<file path="src/rtl/result_row_collector_pkg.sv">
// Shared types and constants for the result row collector: state encoding,
// tag width and a constant ceil(log2) helper used for result widths.
package result_row_collector_pkg;

    typedef enum logic {
        ST_COLLECT = 1'b0,
        ST_STALL   = 1'b1
    } state_t;

    localparam int TAG_W = 16;

    // Ceil(log2(value)); returns 0 for value <= 1 so DIM==1 adds no result bits.
    function automatic int clogb2(input int value);
        int v;
        int r;
        v = value - 1;
        r = 0;
        while (v > 0) begin
            r = r + 1;
            v = v >> 1;
        end
        return r;
    endfunction

endpackage

</file>
<file path="src/rtl/result_row_collector_slot.sv">
// One collect-buffer slot: a RES_WIDTH register with async active-low clear
// and a load enable.
module result_slot_reg #(
    parameter int W = 33
) (
    input  logic         clk,
    input  logic         rst_n,
    input  logic         load,
    input  logic [W-1:0] d,
    output logic [W-1:0] q
);

    logic [W-1:0] q_r;

    // Slot storage, written only when the collector selects this slot.
    always_ff @(posedge clk or negedge rst_n) begin
        if (!rst_n) begin
            q_r <= '0;
        end else if (load) begin
            q_r <= d;
        end else begin
            q_r <= q_r;
        end
    end

    assign q = q_r;

endmodule

</file>
<file path="src/rtl/result_row_collector.sv">
// Gathers DIM scalar results into one packed row and offers it on valid/ready.
// Optional row sequence tag output enabled by RESULT_ROW_COLLECTOR_TAG_EN.
module result_row_collector
    import result_row_collector_pkg::*;
#(
    parameter  int DIM       = 2,
    parameter  int W_u       = 32,
    localparam int RES_WIDTH = W_u + clogb2(DIM),
    localparam int IDX_W     = clogb2(DIM) + 1
) (
    input  logic                     Clock,
    input  logic                     Resetn,
    input  logic [RES_WIDTH-1:0]     sum,
    input  logic                     readEn,
    output logic [DIM*RES_WIDTH-1:0] out_vec,
    output logic                     out_valid,
    input  logic                     out_ready,
    output logic                     overflow,
    output logic [IDX_W-1:0]         idx_dbg
`ifdef RESULT_ROW_COLLECTOR_TAG_EN
    ,
    output logic [TAG_W-1:0]         out_tag
`endif
);

    localparam logic [IDX_W-1:0] LAST_IDX = IDX_W'(DIM - 1);

    state_t                   state_r;
    state_t                   state_nxt_s;
    logic [IDX_W-1:0]         idx_r;
    logic [IDX_W-1:0]         idx_nxt_s;
    logic [DIM*RES_WIDTH-1:0] out_vec_r;
    logic                     out_valid_r;
    logic                     overflow_r;
    logic [DIM-1:0]           slot_load_s;
    logic [DIM*RES_WIDTH-1:0] collect_vec_s;
    logic [DIM*RES_WIDTH-1:0] out_src_s;
    logic                     load_out_s;
    logic                     ovf_set_s;
    logic                     free_s;

    genvar k;
    generate
        for (k = 0; k < DIM; k++) begin : g_slot
            result_slot_reg #(.W(RES_WIDTH)) u_slot (
                .clk   (Clock),
                .rst_n (Resetn),
                .load  (slot_load_s[k]),
                .d     (sum),
                .q     (collect_vec_s[RES_WIDTH*k +: RES_WIDTH])
            );
        end
    endgenerate

    assign free_s = !out_valid_r || out_ready;

    // Next-state, slot write enables and output-register load selection.
    always_comb begin
        state_nxt_s = state_r;
        idx_nxt_s   = idx_r;
        slot_load_s = '0;
        load_out_s  = 1'b0;
        ovf_set_s   = 1'b0;
        out_src_s   = collect_vec_s;
        case (state_r)
            ST_COLLECT: begin
                if (readEn) begin
                    if (idx_r != LAST_IDX) begin
                        slot_load_s = DIM'(1) << idx_r;
                        idx_nxt_s   = idx_r + IDX_W'(1);
                    end else if (free_s) begin
                        // Final result goes straight into the output row.
                        load_out_s = 1'b1;
                        out_src_s[RES_WIDTH*(DIM-1) +: RES_WIDTH] = sum;
                        idx_nxt_s  = '0;
                    end else begin
                        slot_load_s[DIM-1] = 1'b1;
                        state_nxt_s        = ST_STALL;
                    end
                end else begin
                    state_nxt_s = state_r;
                end
            end
            ST_STALL: begin
                if (free_s) begin
                    load_out_s  = 1'b1;
                    idx_nxt_s   = '0;
                    state_nxt_s = ST_COLLECT;
                end else begin
                    state_nxt_s = ST_STALL;
                end
                // No bypass: any strobe here has nowhere to go.
                if (readEn) begin
                    ovf_set_s = 1'b1;
                end else begin
                    ovf_set_s = 1'b0;
                end
            end
            default: begin
                state_nxt_s = ST_COLLECT;
                idx_nxt_s   = '0;
            end
        endcase
    end

    // FSM, fill index, output register and sticky overflow.
    always_ff @(posedge Clock or negedge Resetn) begin
        if (!Resetn) begin
            state_r     <= ST_COLLECT;
            idx_r       <= '0;
            out_vec_r   <= '0;
            out_valid_r <= 1'b0;
            overflow_r  <= 1'b0;
        end else begin
            state_r    <= state_nxt_s;
            idx_r      <= idx_nxt_s;
            overflow_r <= overflow_r | ovf_set_s;
            if (load_out_s) begin
                out_vec_r   <= out_src_s;
                out_valid_r <= 1'b1;
            end else if (out_ready) begin
                out_valid_r <= 1'b0;
            end else begin
                out_valid_r <= out_valid_r;
            end
        end
    end

`ifdef RESULT_ROW_COLLECTOR_TAG_EN
    logic [TAG_W-1:0] tag_r;

    // Row sequence number, advanced on every accepted transfer.
    always_ff @(posedge Clock or negedge Resetn) begin
        if (!Resetn) begin
            tag_r <= '0;
        end else if (out_valid_r && out_ready) begin
            tag_r <= tag_r + 16'd1;
        end else begin
            tag_r <= tag_r;
        end
    end

    assign out_tag = tag_r;
`endif

    assign out_vec   = out_vec_r;
    assign out_valid = out_valid_r;
    assign overflow  = overflow_r;
    assign idx_dbg   = idx_r;

endmodule

</file>
<file path="config.mk">
export PLATFORM = sky130hd
export DESIGN_NAME = result_row_collector
export DESIGN_NICKNAME = d
export VERILOG_FILES = /design/src/rtl/result_row_collector_pkg.sv /design/src/rtl/result_row_collector_slot.sv /design/src/rtl/result_row_collector.sv
export SDC_FILE = /design/constraint.sdc
export NUM_CORES = 1
export LEC_CHECK = 0
export ABC_AREA = 1
export BUFFER_PORTS_ARGS = -buffer_cell sky130_fd_sc_hd__buf_2
export CORE_UTILIZATION = 56
export DETAILED_ROUTE_END_ITERATION = 8
export PLACE_DENSITY = 0.84
export SLEW_MARGIN = 5
export SYNTH_ARGS = -nofsm -noshare
export SYNTH_HDL_FRONTEND = slang
export SYNTH_HIERARCHICAL = 1
export SYNTH_SLANG_ARGS = --single-unit
</file>
<file path="constraint.sdc">
create_clock -name Clock -period 1.7 [get_ports Clock]
set_input_delay 0.17 -clock Clock [delete_from_list [all_inputs] [get_ports Clock]]
set_output_delay 0.17 -clock Clock [all_outputs]
set_load 0.05 [all_outputs]
</file>
==> flow_summary.json <==
{
  "status": "complete, no violations",
  "fillers": 704,
  "hp-class": "in2async",
  "path_cells": "nand2_2 > buf_4 > nand3_4 > inv_2 > buf_4 > nand2_1 > nand2_1",
  "ant_nets": 0,
  "syn_inst": 733,
  "synth_edf_count": 0,
  "overflow": 0,
  "final_area_mm2": 0.00768,
  "crit_type": "reg2reg",
  "r2r_setup_slack_ns": 0.12,
  "p_leak_nw": 4.28,
  "postPlaceCellArea_mm2": 0.00671,
  "crit_fanout": 19,
  "async_flop_share_pct": 100,
  "grt_usage_pct": 30.2,
  "path_clk_slew_ns": 0.07,
  "wl_per_cell_um": 15.7,
  "period_minus_slack_ns": 1.58,
  "max_stage_delay_ns": 0.43,
  "rsz0062_at_grt": "no",
  "tritoncts": "done",
  "drt_iter0_drc": 466,
  "yosys_warnings": 6,
  "routed_via_density": 5.31,
  "powerDensity_mw_per_mm2": 2190,
  "syn_area_per_cell_um2": 8.29,
  "hold_viol": 0,
  "cts_buffer_depth": 2,
  "start_kind": "flop",
  "syn2layout_area_growth_pct": 26.4,
  "grt_pass1_wl_um": 26100,
  "hpwl_um": 9390,
  "htreeDepth": 4,
  "drt-pass1-iter-count": 5,
  "grt_max_degree": 54,
  "final_util_pct": 73.7,
  "endpoint": "out_vec[14]$_DFFE_PN0P_",
  "first_global_vias": 5473,
  "final_nets": 911,
  "drive_gt1_share_pct": 21.6,
  "vias": 5434,
  "ys_ff_latch": 137,
  "critPathLaunch": "out_valid$_DFFE_PN0P_",
  "die-area_mm2": 0.0113,
  "required_ns": 2.15,
  "pin_count": 107,
  "antenna_found_initial": 0,
  "yosysSeqAreaShare_pct": 56.4,
  "numCtsBuffers": 17,
  "yosysUniqueCellTypes": 21,
  "slew_violations": 0,
  "setup_viol": 0,
  "syn_area_mm2": 0.00608,
  "cp_data_arrival_time_ns": 2.04,
  "core.rowCount": 37,
  "start_util_pct": 58.3,
  "dieWidth_um": 106,
  "fmax_mhz": 631,
  "clkLatencyLatePin_ns": 0.52,
  "fin_setup_tns_ns": 0,
  "drc": 0,
  "endpoint_kind": "flop",
  "final.setup_skew_ns": 0.00732,
  "reg2reg_to": "out_vec[14]$_DFFE_PN0P_",
  "r2r_start": "out_valid$_DFFE_PN0P_",
  "core_area_mm2": 0.0104,
  "crit_path_top_delay_cell": "dfrtp_2",
  "wl_um": 16000,
  "synth_nets": 770,
  "clock-root-buffer": "clkbuf_8",
  "numPortBuffers": 106,
  "tightest_slew_ns": 0.506,
  "max-slew-margin-rel_pct": 66.3,
  "cap_violations": 0,
  "synth_top_flop_cell": "dfrtp_1",
  "die_h_um": 106,
  "worstRegToRegCells": 7,
  "period_share_pct": 93.2,
  "cts_sinks": 137,
  "antenna_cells": 0,
  "irDropWorstVdd_v": 0.00158,
  "place_congestion": 0.804
}
## stage by stage
stage | std cells | worst slack [ns] | hold WS, ns | power [mW]
floorplan | 733 | 0.0114 | -0.126 | 11.2
global placement | 952 | 0.180 | 0.159 | 12.7
detailed placement | 952 | 0.156 | 0.159 | 12.9
CTS | 1020 | 0.119 | 0.187 | 16.7
global route | 1023 | 0.0317 | 0.220 | 17.7
finish | 1023 | 0.115 | 0.171 | 16.8
## cells by family after synthesis
family	Yosys count	share of synthesized area (%)
AOI/OAI and AO/OA	37	3.09
and+or+nand+nor	444	30.5
buffers and inverters	115	10.0
DFF	137	56.4
## cell usage in the layout, fill, tap and decap left out, drive strengths merged
cell / instances
nor4: 1
bufinv: 2
nand2: 402
clkinv: 3
o21bai: 1
nand4: 34
clkinvlp: 2
nor2: 1
dfrtp: 137
a21oi: 3
dlygate4sd3: 36
clkbuf: 18
o21ai: 33
nor3: 2
nand3: 5
buf: 126
inv: 81
## worst min-delay path by stage
stage | from | to | slack, ns | cells after the start
final | Resetn | out_vec[10]$_DFFE_PN0P_ | 0.17 | 2
after global routing | Resetn | out_vec[10]$_DFFE_PN0P_ | 0.22 | 2
after CTS | Resetn | out_vec[38]$_DFFE_PN0P_ | 0.19 | 2
after detailed placement | Resetn | out_vec[10]$_DFFE_PN0P_ | 0.16 | 1
after global placement | Resetn | out_vec[10]$_DFFE_PN0P_ | 0.16 | 1
after floorplan | Resetn | g_slot[0].u_slot/q[0]$_DFFE_PN0P_ | -0.13 | 0
## cells in the mapped netlist, types with 2 or more instances
cell type / count / share of area, %
nand3_4: 2 / 0.58
inv_2: 3 / 0.19
o21ai_0: 18 / 1.5
buf_4: 12 / 1.5
nor3_1: 2 / 0.16
nand3_1: 2 / 0.16
buf_2: 15 / 1.2
a21oi_1: 3 / 0.25
clkbuf_1: 2 / 0.12
nand2_1: 379 / 23
dfrtp_1: 137 / 56
o21ai_1: 15 / 1.2
nand2_2: 23 / 2.4
nand4_1: 34 / 3.5
buf_6: 10 / 1.9
inv_1: 69 / 4.3
buf_8: 2 / 0.49
inv_8: 2 / 0.37
## cell type report
class	instances	area (um2)	share of cell area, %
flip-flops and latches	137	3430	44.6
multi-input cells	482	2070	27.0
repair buffers	162	1130	14.8
clock buffers	18	418	5.44
inverters	74	293	3.81
well taps	136	170	2.22
clock inverters	14	161	2.10
## where the power goes
group	internal [mW]	leakage (nW)	total (mW)	switching, mW
clock	2.13	0.279	3.64	1.52
combinational	1.86	2.31	7.34	5.47
sequential	4.84	1.69	5.82	0.983
## state kept, by name (all words and copies together), names as in the netlist
signal and cells:
overflow 1, out_valid 1, g_slot.u_slot/q 66, state_r 1, out_vec 66, idx_dbg 2
## repair_timing
action                                 4_1_cts  5_1_grt
hold buffers                                36        0
endpoints found under the hold margin      131        0
gates resized for setup                      0        1
setup buffers                                0        2
setup endpoints to repair                    0        5
## metal layers
| metal | vias up | share of wire (%) | track usage, % |
|---|---|---|---|
| li1 | 2519 | - | - |
| met1 | 2583 | 39 | 36.0 |
| met2 | 274 | 50 | 52.8 |
| met3 | 58 | 7.1 | 6.44 |
| met4 | 0 | 3.7 | 12.9 |
| met5 | - | 0 | 0 |
## critical path, delay by kind of cell, from the launching register on
kind | cells | cell delay [ns]
DFF | 1 | 0.43
buffers and inverters | 3 | 0.59
and+or+nand+nor | 4 | 0.48
Power figures use the tool's default switching activity.
